==> src/rtl/z80_idx_bitop_rmw.sv <==
// z80_idx_bitop_rmw
// Read-modify-write engine for the indexed CB-prefix bit operations
// (SET, RES, BIT and the eight rotate/shift ops) on (IX/IY + d).
// One operation is accepted in IDLE, the operand is read from the
// effective address, modified, and written back (BIT skips the write).
// Z80 flags are produced alongside the result.
//
// Ports:
//   clk_i, reset_i      clock, synchronous active-high reset
//   op_valid_i/op_ready_o  operation handshake (ready only in IDLE)
//   op_kind_i           00 rot/shift, 01 BIT, 10 RES, 11 SET
//   op_bit_i            bit index for BIT/RES/SET
//   op_shift_i          RLC,RRC,RL,RR,SLA,SRA,SLL,SRL
//   base_i, disp_i      index register value and signed displacement
//   flags_in_i          current F register
//   mem_req_o/mem_we_o/mem_addr_o/mem_wdata_o  bus request side
//   mem_rdata_i/mem_ack_i                      bus response side
//   done_o              one-cycle completion pulse
//   result_o            modified value (BIT: the value read)
//   flags_out_o         new F value
module z80_idx_bitop_rmw #(
  parameter int ADDR_WIDTH  = 16,
  parameter int DATA_WIDTH  = 8,
  parameter int WAIT_CYCLES = 1,
  localparam int BW = $clog2(DATA_WIDTH)
) (
  input  logic                  clk_i,
  input  logic                  reset_i,
  input  logic                  op_valid_i,
  output logic                  op_ready_o,
  input  logic [1:0]            op_kind_i,
  input  logic [BW-1:0]         op_bit_i,
  input  logic [2:0]            op_shift_i,
  input  logic [ADDR_WIDTH-1:0] base_i,
  input  logic [7:0]            disp_i,
  input  logic [7:0]            flags_in_i,
  output logic                  mem_req_o,
  output logic                  mem_we_o,
  output logic [ADDR_WIDTH-1:0] mem_addr_o,
  output logic [DATA_WIDTH-1:0] mem_wdata_o,
  input  logic [DATA_WIDTH-1:0] mem_rdata_i,
  input  logic                  mem_ack_i,
  output logic                  done_o,
  output logic [DATA_WIDTH-1:0] result_o,
  output logic [7:0]            flags_out_o
);

  typedef enum logic [2:0] {
    S_IDLE,
    S_RD,
    S_WAIT,
    S_WR,
    S_DONE
  } state_t;

  localparam logic [1:0] KIND_ROT = 2'b00;
  localparam logic [1:0] KIND_BIT = 2'b01;
  localparam logic [1:0] KIND_RES = 2'b10;
  localparam logic [1:0] KIND_SET = 2'b11;

  localparam int WCW = (WAIT_CYCLES > 1) ? $clog2(WAIT_CYCLES) : 1;
  localparam logic [WCW-1:0] WAIT_LAST = WCW'((WAIT_CYCLES > 0) ? WAIT_CYCLES - 1 : 0);
  localparam logic [BW-1:0]  MSB_IDX   = BW'(DATA_WIDTH - 1);

  state_t                  state_q, state_d;
  logic [1:0]              kind_q, kind_d;
  logic [BW-1:0]           bit_q, bit_d;
  logic [2:0]              shift_q, shift_d;
  logic [7:0]              flags_in_q, flags_in_d;
  logic [ADDR_WIDTH-1:0]   ea_q, ea_d;
  logic [WCW-1:0]          wait_cnt_q, wait_cnt_d;
  logic [DATA_WIDTH-1:0]   result_q, result_d;
  logic [7:0]              flags_q, flags_d;

  logic [DATA_WIDTH-1:0]   mask;
  logic [DATA_WIDTH-1:0]   shift_r;
  logic                    shift_c;
  logic                    bit_val;
  logic                    ea_f5;
  logic                    ea_f3;
  logic [DATA_WIDTH-1:0]   alu_result;
  logic [7:0]              alu_flags;

  // BIT copies F5/F3 from the high byte of the effective address; narrower
  // address buses have no such bits and report zero.
  if (ADDR_WIDTH >= 14) begin : g_ea_hi
    assign ea_f5 = ea_q[13];
    assign ea_f3 = ea_q[11];
  end else begin : g_ea_lo
    assign ea_f5 = 1'b0;
    assign ea_f3 = 1'b0;
  end

  // Operand modification, evaluated on the raw bus data so the result and
  // flags can be registered on the same edge the read is acknowledged.
  always_comb begin
    mask       = DATA_WIDTH'(1) << bit_q;
    bit_val    = mem_rdata_i[bit_q];
    shift_r    = mem_rdata_i;
    shift_c    = 1'b0;
    alu_result = mem_rdata_i;
    alu_flags  = flags_in_q;

    case (shift_q)
      3'b000: begin
        shift_r = {mem_rdata_i[DATA_WIDTH-2:0], mem_rdata_i[DATA_WIDTH-1]};
        shift_c = mem_rdata_i[DATA_WIDTH-1];
      end
      3'b001: begin
        shift_r = {mem_rdata_i[0], mem_rdata_i[DATA_WIDTH-1:1]};
        shift_c = mem_rdata_i[0];
      end
      3'b010: begin
        shift_r = {mem_rdata_i[DATA_WIDTH-2:0], flags_in_q[0]};
        shift_c = mem_rdata_i[DATA_WIDTH-1];
      end
      3'b011: begin
        shift_r = {flags_in_q[0], mem_rdata_i[DATA_WIDTH-1:1]};
        shift_c = mem_rdata_i[0];
      end
      3'b100: begin
        shift_r = {mem_rdata_i[DATA_WIDTH-2:0], 1'b0};
        shift_c = mem_rdata_i[DATA_WIDTH-1];
      end
      3'b101: begin
        shift_r = {mem_rdata_i[DATA_WIDTH-1], mem_rdata_i[DATA_WIDTH-1:1]};
        shift_c = mem_rdata_i[0];
      end
      3'b110: begin
        shift_r = {mem_rdata_i[DATA_WIDTH-2:0], 1'b1};
        shift_c = mem_rdata_i[DATA_WIDTH-1];
      end
      default: begin
        shift_r = {1'b0, mem_rdata_i[DATA_WIDTH-1:1]};
        shift_c = mem_rdata_i[0];
      end
    endcase

    // Flag byte layout: S Z F5 H F3 P/V N C
    case (op_kind_sel(kind_q))
      KIND_ROT: begin
        alu_result = shift_r;
        alu_flags  = {shift_r[DATA_WIDTH-1], (shift_r == '0), shift_r[5], 1'b0,
                      shift_r[3], ~^shift_r, 1'b0, shift_c};
      end
      KIND_BIT: begin
        alu_result = mem_rdata_i;
        alu_flags  = {(bit_q == MSB_IDX) & bit_val, ~bit_val, ea_f5, 1'b1,
                      ea_f3, ~bit_val, 1'b0, flags_in_q[0]};
      end
      KIND_RES: begin
        alu_result = mem_rdata_i & ~mask;
        alu_flags  = flags_in_q;
      end
      default: begin
        alu_result = mem_rdata_i | mask;
        alu_flags  = flags_in_q;
      end
    endcase
  end

  function automatic logic [1:0] op_kind_sel(input logic [1:0] k);
    return k;
  endfunction

  // Next-state and register updates. Operation fields are captured only on
  // acceptance so later op_valid activity cannot disturb a running operation.
  always_comb begin
    state_d    = state_q;
    kind_d     = kind_q;
    bit_d      = bit_q;
    shift_d    = shift_q;
    flags_in_d = flags_in_q;
    ea_d       = ea_q;
    wait_cnt_d = wait_cnt_q;
    result_d   = result_q;
    flags_d    = flags_q;

    case (state_q)
      S_IDLE: begin
        if (op_valid_i) begin
          kind_d     = op_kind_i;
          bit_d      = op_bit_i;
          shift_d    = op_shift_i;
          flags_in_d = flags_in_i;
          ea_d       = base_i + ADDR_WIDTH'($signed(disp_i));
          state_d    = S_RD;
        end
      end
      S_RD: begin
        if (mem_ack_i) begin
          result_d   = alu_result;
          flags_d    = alu_flags;
          wait_cnt_d = '0;
          if (WAIT_CYCLES > 0) begin
            state_d = S_WAIT;
          end else if (kind_q == KIND_BIT) begin
            state_d = S_DONE;
          end else begin
            state_d = S_WR;
          end
        end
      end
      S_WAIT: begin
        wait_cnt_d = wait_cnt_q + WCW'(1);
        if (wait_cnt_q == WAIT_LAST) begin
          state_d = (kind_q == KIND_BIT) ? S_DONE : S_WR;
        end
      end
      S_WR: begin
        if (mem_ack_i) begin
          state_d = S_DONE;
        end
      end
      S_DONE: begin
        state_d = S_IDLE;
      end
      default: begin
        state_d = S_IDLE;
      end
    endcase
  end

  always_ff @(posedge clk_i) begin
    if (reset_i) begin
      state_q    <= S_IDLE;
      kind_q     <= KIND_ROT;
      bit_q      <= '0;
      shift_q    <= '0;
      flags_in_q <= '0;
      ea_q       <= '0;
      wait_cnt_q <= '0;
      result_q   <= '0;
      flags_q    <= '0;
    end else begin
      state_q    <= state_d;
      kind_q     <= kind_d;
      bit_q      <= bit_d;
      shift_q    <= shift_d;
      flags_in_q <= flags_in_d;
      ea_q       <= ea_d;
      wait_cnt_q <= wait_cnt_d;
      result_q   <= result_d;
      flags_q    <= flags_d;
    end
  end

  // Bus outputs come straight from registers, so they hold steady for the
  // whole of a stalled bus phase.
  assign op_ready_o  = (state_q == S_IDLE);
  assign mem_req_o   = (state_q == S_RD) || (state_q == S_WR);
  assign mem_we_o    = (state_q == S_WR);
  assign mem_addr_o  = ea_q;
  assign mem_wdata_o = result_q;
  assign done_o      = (state_q == S_DONE);
  assign result_o    = result_q;
  assign flags_out_o = flags_q;

  localparam logic [1:0] UNUSED_SET = KIND_SET;

endmodule

==> config.mk <==
export PLATFORM = sky130hd
export DESIGN_NAME = z80_idx_bitop_rmw
export DESIGN_NICKNAME = d
export VERILOG_FILES = /design/src/rtl/z80_idx_bitop_rmw.sv
export SDC_FILE = /design/constraint.sdc
export NUM_CORES = 1
export LEC_CHECK = 0
export BUFFER_PORTS_ARGS = -buffer_cell sky130_fd_sc_hd__buf_2
export CORE_ASPECT_RATIO = 0.5
export CORE_MARGIN = 5
export CORE_UTILIZATION = 35
export CTS_BUF_LIST = sky130_fd_sc_hd__clkbuf_4 sky130_fd_sc_hd__clkbuf_8
export CTS_CLUSTER_SIZE = 24
export DETAILED_ROUTE_END_ITERATION = 16
export PLACE_DENSITY = 0.57
export SETUP_SLACK_MARGIN = 0.15
export SYNTH_ARGS = -nofsm -noshare
export SYNTH_HDL_FRONTEND = slang
export SYNTH_SLANG_ARGS = --single-unit
export TNS_END_PERCENT = 1
==> constraint.sdc <==
create_clock -name clk_i -period 2.7 [get_ports clk_i]
set_input_delay 0.135 -clock clk_i [delete_from_list [all_inputs] [get_ports clk_i]]
set_output_delay 0.135 -clock clk_i [all_outputs]
set_load 0.01 [all_outputs]
* After elaboration in Yosys (flattened, before gate mapping) *
Cells that the tools add are included.
W data, S select, Z words.

storage, ports and cells
  output and inout bits = 44
  RAM bits = 0
  latch bits = 0
  memories kept = 0
  register bits after elaboration = 52
  logic and storage cells = 61
  bits in read-only memories = 0
  input port bits = 52

operators by class
  $lt $le $gt $ge = 1
  divide/modulo/power cells = 0
  $mul = 0
  eq/ne operators = 17
  muxes and demuxes = 14
  bitwise gates (word level) = 5
  shift-type cells = 1
  reduce and logical (&&, ||, !) cells = 12
  $add $sub $neg = 2

operators with widths
  kind                   number
  $pmux W8 S7            1
  $pmux W8 S3            1
  $add A16 B16 Y16       1
  $pmux W8 S2            1
  $eq A3 B3 Y1 const B   5
  $mux W3                5
  $eq A3 B2 Y1 const B   4
  $pmux W3 S4            1
  $and A8 B8 Y8          1
  $logic_not A8 Y1       1
  $not A8 Y8             1
  $or A8 B8 Y8           1
  $reduce_xnor A8 Y1     1
  $shl A1 B3 Y8 const A  1
  $eq A3 B1 Y1 const B   2
  $logic_not A3 Y1       2
  $ne A2 B2 Y1 const B   3
  $reduce_and A2 Y1      3
  $lt A3 B4 Y1 const B   1
  $reduce_and A4 Y1      1
  $reduce_or A4 Y1       1
  $bmux W1 S3            1
  $mux W1                3
  $eq A2 B1 Y1 const B   1
  9 further kinds        9

* Longest topological paths before layout *
Gate-level depths: netlist (run 1).

  depth after elaboration = 4
  mapped depth = 9
  gate-level depth less buffers = 9

* Least setup slack after synthesis (run 1) *
No wires, ideal clock.

  path kind = input -> register
  from = input port base_i[0]
  to = register ea_q[12] (netlist: mem_addr_o[12])
  stages = 9
  data required time = 2.609 ns
  slack = 0.775 ns
  data arrival time = 1.834 ns
  cell sequence = ha_1 inv_1 fa_1 nor2b_4 o211ai_2 a31oi_4 a2111oi_1 or3_1 a311oi_1

between the ends
  longest elaborated chain between the ends = 1

RTL lines
  element               line  RTL
  from (decl)           34    input logic [ADDR_WIDTH-1:0] base_i,
  $add A16 B16 Y16      186   ea_d = base_i + ADDR_WIDTH'($signed(disp_i));
  to (signal assigned)  231   ea_q <= '0;
  to (signal assigned)  241   ea_q <= ea_d;
  to (decl)             70    logic [ADDR_WIDTH-1:0] ea_q, ea_d;

Every way passes these cells.
A chain may end at the register's enable or synchronous reset.

* Worst setup path in the final report (run 1) *
  from = register shift_q[0]
  to = register flags_q[2] (netlist: flags_out_o[2])

between the ends
  longest elaborated chain between the ends = 4

RTL lines
  element                                     line  RTL
  from (decl)                                 68    logic [2:0] shift_q, shift_d;
  from (signal assigned)                      239   shift_q <= shift_d;
  $eq A3 B3 Y1, or another cell as far along  104   case (shift_q)
  $pmux W8 S7 (*)                             104
  $reduce_xnor A8 Y1 (*)                      144   shift_r[3], ~^shift_r, 1'b0, shift_c};
  $pmux W8 S2 (*)                             140   case (op_kind_sel(kind_q))
  to (signal assigned)                        244   flags_q <= flags_d;
  to (decl)                                   73    logic [7:0] flags_q, flags_d;

Mark *: on every way between the ends. The rest lies on a longest branch, timed or not.

==> results by group, run 1 <==
Run status
  – Outcome: completed

CTS
  – Clock tree buffer depth: 2
  – # clock sinks: 52
  – Worst-Skew Late Latency: 310 ps
  – Clock slew at reported path FFs: 90 ps
  – Htree depth: 2
  – Root Buffer: clkbuf_8
  – Cts-stage hold buffer count: 0
  – Post-cts sizing count: 0
  – CTS tree: done
  – CTS buffer count: 5
  – Post-CTS setup buffer count: 0

Synth
  – XOR/XNOR Fraction of Synth Area: 0.0287
  – EDFF count, synth: 0
  – Synth Area in Adders: 0.0769
  – Leading register cell type out of synthesis: dfxtp_1
  – Yosys top cell area share: 0.310
  – Most common cell in the netlist: nand2_1
  – Main combinational cell family by area after synthesis: compound AO/OA/AOI/OAI gates
  – Most instantiated cells after synthesis: nand2_1 (59), dfxtp_1 (52), a21oi_1 (49)
  – Mean Syn Cell Area: 7.93 um^2
  – Mux contribution to synthesized area: 0.0403
  – Synth cell types: 64
  – Seq cells post-synth: 52
  – Post-synthesis simple-gate area fraction: 0.224
  – Yosys warnings: 0
  – Area leader, netlist: dfxtp_1
  – Post-Synthesis Cells: 423
  – Syn nets: 495
  – Post-synthesis sequential area ratio: 0.310
  – Asr flop ratio synth: 0
  – Synth Cell Area: 3350 um^2
  – Synth Area in Compound Gates: 0.245
  – Top post-synthesis cells by area: dfxtp_1 (31%), a21oi_1 (7.3%), ha_1 (7.1%), nand2_1 (6.6%), nor2_1 (4.8%)

Floorplan
  – Die width: 148 um
  – FP Rows: 25
  – Core area: 9380 um^2
  – IO Pins: 96
  – Die Height: 79.2 um
  – Die area: 11800 um^2
  – Initial Utilization: 0.357

Routing
  – Final WL: 9.19 mm
  – DRC violations left: 0
  – Routed via count: 3176
  – WL per Instance: 14.9 um
  – Routed Antenna Nets: 0
  – TritonRoute pass-1 iters: 4
  – Initial detailed-routing violation count: 223
  – DR vias/cell: 5.15

Finish
  – Fill count: 997
  – Share of post-route cells with drive strength above 1: 0.254
  – Storage element area: 1040 um^2
  – Final nets: 568
  – N_diodes: 0
  – Area of the multi-input gates: 2060 um^2
  – Design Area, Final: 3910 um^2
  – Syn-to-layout area delta: 16.5%

Worst setup path
  – Worst path slowest cell: dfxtp_1
  – Setup crit end kind: register
  – Worst path top cell family by delay: flip-flops
  – Crit Path Class: register to register
  – Worst-path cell chain: nor3_1 > a21oi_1 > ha_1 > xnor2_1 > xnor2_1 > a22oi_1 > a211oi_1
  – Max incr delay on CP: 670 ps
  – CP bufs+invs: 0
  – Crit path DAT: 2240 ps
  – Most repeated library cell on the critical path: xnor2_1
  – Worst Path Required: 2930 ps
  – Crit start category: register
  – Worst Path Max Fanout: 12

Timing
  – Least-Margin Pin Slew: 559 ps
  – Final Slew Violations: 0
  – Hold Vio Cnt, Final: 0
  – Fin crit period: 2020 ps
  – Final setup violation count: 0
  – Fmax: 0.496 GHz
  – Crit share post-route: 0.747
  – Clock Skew: 12.5 ps
  – RSZ-0062 raised after global routing: false
  – Slew HR: 0.627
  – Setup TNS: 0 ps

Pwr
  – Leak: 1.66 nW
  – Power Dens Cells: 555 nW/um^2
  – Worst VDD drop: 0.000169 V

Global route
  – Grt total ovfl: 0
  – All-Layer GR Usage: 0.155
  – Initial antenna violation count: 0
  – First-pass GRT wire length: 15.1 mm
  – Pin count of the biggest net entering global routing: 41
  – Number of global-route vias before repair: 2987

Place
  – I/O Buffers: 95
  – Post-DP Area: 3820 um^2
  – DP HPWL: 6.91 mm
  – GPL Wtd Cong: 0.931

Job
  – Max-Cap Viols: 0

Min path
  – Worst hold path class: input pin to register
[worst reg2reg max path: stages (launching register included)]
cell and delay, ps:
dfxtp_1 670, nor3_1 140, a21oi_1 210, ha_1 270, xnor2_1 190, xnor2_1 150
a22oi_1 90, a211oi_1 230
[flip-flops by register name, summed over array words and instances, names as in the netlist]
name         flops
mem_addr_o      16
flags_in_q       8
flags_out_o      8
mem_wdata_o      8
bit_q            3
shift_q          3
state_q          3
kind_q           2
wait_cnt_q       1
[area by class of cell]
type	count	area share
clock buffers	6	0.0211
clock inverters	1	0.00224
inverters	11	0.0106
multi-input cells	325	0.528
flip-flops and latches	52	0.266
well taps	121	0.0387
repair buffers	101	0.133
[placed cells by master, fill, tap and decap left out, types with 8 or more instances in the layout]
cell type,count
buf_2,95
nand2_1,59
dfxtp_1,52
a21oi_1,49
nor2_1,43
ha_1,19
nor3_1,15
o21ai_0,12
a211oi_1,11
inv_1,9
mux2i_1,9
xnor2_1,8
[layer usage]
metal / up-vias / GRT usage / wire (um)
li1: 1643 / - / -
met1: 1455 / 0.218 / 4460
met2: 73 / 0.253 / 4230
met3: 5 / 0.0234 / 433
met4: 0 / 0.0304 / 65
met5: - / 0 / 0
[power by group]
| group | internal (mW) | switching, mW | total [mW] |
|---|---|---|---|
| clock | 0.205 | 0.263 | 0.468 |
| combinational | 0.322 | 0.434 | 0.756 |
| sequential | 0.855 | 0.0886 | 0.944 |
| total | 1.38 | 0.785 | 2.17 |
[final timing paths]
check	from	to	slack, ps	cells past startpoint
setup / recovery	shift_q[0]	flags_out_o[2]	680	7
hold / removal	op_kind_i[0]	kind_q[0]	60	3
setup reg to reg	shift_q[0]	flags_out_o[2]	680	7
hold reg to reg	flags_out_o[1]	flags_out_o[1]	460	2
[cell families (layout without fill, tap and decap cells)]
kind of cell | after synthesis | after routing
adder cells (fa/ha/maj) | 20 | 20
buffers and inverters | 46 | 119
AO/OA/AOI/OAI | 123 | 123
AND/OR/NAND/NOR | 160 | 160
flip-flops | 52 | 52
multiplexers | 11 | 11
XOR/XNOR | 11 | 11
[through the flow]
stage | std cells | setup WS [ps] | hold WS [ps] | power [mW] | util
finish | 617 | 683 | 58.5 | 2.17 | 0.416
global route | 617 | 488 | 53.1 | 2.33 | 0.416
CTS | 617 | 686 | 45.2 | 2.20 | 0.416
detailed placement | 610 | 514 | 381 | 1.72 | 0.407
global placement | 610 | 591 | 383 | 1.72 | 0.407
floorplan | 423 | 775 | 271 | 1.50 | -
Power figures use the tool's default switching activity.
==> run 2: changes to the inputs <==
- ABC_AREA: unset -> 1
- PLACE_DENSITY: 0.57 -> 0.58
- clock period: 2.7 -> 1.67 ns (I/O delays scaled with it)
==> run 2 against run 1 <==
Sequential cell count stayed put. Non-clock buffer count rose by 6. Largest cell class unchanged. Core utilization increased by 1.5 points.
==> results by group, run 2 <==
Routing
  – Routed Antenna Nets: 0
  – TritonRoute pass-1 iters: 4
  – DR vias/cell: 4.63
  – Final WL: 9.57 mm
  – Routed via count: 3688
  – WL per Instance: 12.0 um
  – Initial detailed-routing violation count: 160
  – DRC violations left: 0

Timing
  – Hold Vio Cnt, Final: 0
  – Setup TNS: 0 ps
  – Hold slack: 11.2 ps
  – Final Slew Violations: 0
  – Least-Margin Pin Slew: 335 ps
  – Crit share post-route: 0.960
  – Fin crit period: 1600 ps
  – Final setup violation count: 0
  – Fmax: 0.624 GHz
  – RSZ-0062 raised after global routing: true
  – Clock Skew: 3.95 ps
  – Slew HR: 0.777

Synth
  – Syn nets: 637
  – Asr flop ratio synth: 0
  – Post-synthesis sequential area ratio: 0.291
  – Area leader, netlist: dfxtp_1
  – Post-Synthesis Cells: 565
  – Yosys top cell area share: 0.291
  – Most common cell in the netlist: nand2_1
  – Yosys warnings: 0
  – Most instantiated cells after synthesis: nand2_1 (149), inv_1 (85), a21oi_1 (58)
  – Synth cell types: 34
  – Top post-synthesis cells by area: dfxtp_1 (29%), nand2_1 (16%), inv_1 (8.9%), a21oi_1 (8.1%), ha_1 (6.7%)
  – Synth Cell Area: 3570 um^2
  – Seq cells post-synth: 52
  – Mean Syn Cell Area: 6.32 um^2
  – EDFF count, synth: 0
  – Leading register cell type out of synthesis: dfxtp_1

Pwr
  – Worst VDD drop: 0.000340 V
  – Power Dens Cells: 1210 nW/um^2
  – Total power: 5.26 mW
  – Leak: 2.35 nW

Worst setup path
  – Crit start category: register
  – Crit Path Class: register to register
  – R2r worst-path depth: 12
  – Worst path slowest cell: dfxtp_2
  – Worst Path Max Fanout: 4
  – RR Endpoint: flags_out_o[2]
  – Worst path top cell family by delay: flip-flops
  – Reg-to-Reg Start: shift_q[2]
  – FF-to-FF setup slack: 70 ps
  – Levels on crit path: 12
  – Worst-path cell chain: inv_2 > nand3_1 > nand3_2 > o21ai_2 > inv_1 > ha_1 > xnor2_2 > nand2_1 > nand2_1 > o21ai_1 > inv_1 > a21oi_1
  – Max incr delay on CP: 370 ps
  – Critical path launch point: shift_q[2]
  – Worst Path Required: 1920 ps
  – Setup crit end kind: register
  – Crit path DAT: 1850 ps
  – CP bufs+invs: 3

Floorplan
  – Core area: 10100 um^2
  – FP Rows: 26
  – Die width: 153 um
  – IO Pins: 96
  – Initial Utilization: 0.354
  – Die Height: 81.4 um
  – Die area: 12400 um^2

Finish
  – N_diodes: 0
  – Design Area, Final: 4350 um^2
  – Share of post-route cells with drive strength above 1: 0.226
  – Final nets: 727
  – Syn-to-layout area delta: 21.7%
  – Commonest non-fill, non-tap cells in the layout: nand2_1 (149), buf_2 (95), inv_1 (83), a21oi_1 (58), dfxtp_1 (48)
  – Commonest non-fill, non-tap cell in the layout: nand2_1
  – Max reg flops: 16

Global route
  – Pin count of the biggest net entering global routing: 25
  – Number of global-route vias before repair: 3500
  – First-pass GRT wire length: 16.3 mm
  – Grt total ovfl: 0
  – All-Layer GR Usage: 0.156
  – Initial antenna violation count: 0

Min path
  – WHS Endpoint: flags_in_q[1]
  – HP Start: flags_in_i[1]
  – Hold depth: 3
  – Worst hold path class: input pin to register

CTS
  – CTS tree: done
  – # clock sinks: 52
  – Htree depth: 2
  – Root Buffer: clkbuf_8
  – CTS buffer count: 5
  – Clock slew at reported path FFs: 90 ps
  – Clock tree buffer depth: 2
  – Worst-Skew Late Latency: 310 ps

Place
  – Post-DP Area: 4200 um^2
  – DP HPWL: 7.64 mm
  – GPL Wtd Cong: 0.884
  – I/O Buffers: 95

Job
  – Max-Cap Viols: 0

Run status
  – Outcome: completed
run 2: cell count changes after synthesis, sizes merged, moves of 11 or more:
cell	before	now
clkbuf	18	5
o21ai	20	49
a211oi	12	1
nand2	59	154
nand3	7	36
inv	11	93
run 2: power breakdown:
group | switching [mW] | internal (mW)
Sequential | 0.281 | 1.59
Combinational | 1.57 | 1.04
Clock | 0.429 | 0.356
Total | 2.28 | 2.98
run 2: worst register-to-register path, delay by kind of cell (launching register included):
family,cells,cell delay [ps]
AND/OR/NAND/NOR,4,290
adder cells (fa/ha/maj),1,300
XOR/XNOR,1,140
flip-flops,1,370
AO/OA/AOI/OAI,3,280
buffers and inverters,3,160
run 2: how the worst max path moves through the flow:
stage / end / slack [ps]
global placement: flags_out_o[2] / 60
detailed placement: flags_out_o[2] / 8
floorplan: flags_out_o[2] / 120
finish: flags_out_o[2] / 70
CTS: flags_out_o[2] / 80
global route: flags_out_o[2] / -110
run 2: what timing repair did:
item / CTS / global route
hold endpoints to repair: 0 / 1
endpoints found under the setup margin: 2 / 13
pin swaps: 4 / 0
buffers inserted: 1 / 0
hold buffers: 0 / 1
gates resized for setup: 7 / 5
run 2: layout make-up:
type / instances / area [um^2]
clock buffer: 7 / 90.1
timing repair buffer: 107 / 593
multi-input combinational: 396 / 2080
inverter: 93 / 354
fill: 1135 / 5740
clock inverter: 1 / 6.26
tap: 140 / 175
sequential: 52 / 1050
run 2: routing by layer:
metal	part of all wire	routed length [um]	vias to the layer above	GRT usage
met5	0	0	-	0
met4	0.011	109	0	0.0391
met3	0.052	502	11	0.0279
met2	0.45	4330	81	0.279
met1	0.48	4630	1602	0.200
li1	-	-	1994	-
run 2: logic make-up after synthesis:
| family | Yosys count | synth area share |
|---|---|---|
| XOR/XNOR | 8 | 0.0196 |
| flip-flops | 52 | 0.291 |
| AO/OA/AOI/OAI | 129 | 0.196 |
| AND/OR/NAND/NOR | 239 | 0.281 |
| adder cells (fa/ha/maj) | 20 | 0.0722 |
| buffers and inverters | 117 | 0.140 |
run 2: through the flow:
step / worst slack, ps / std cells / utilization
2_1_floorplan: 125 / 565 / -
3_3_place_gp: 62.6 / 786 / 0.416
3_5_place_dp: 8.00 / 786 / 0.416
4_1_cts: 80.4 / 795 / 0.428
5_1_grt: -115 / 796 / 0.431
6_report: 66.8 / 796 / 0.431
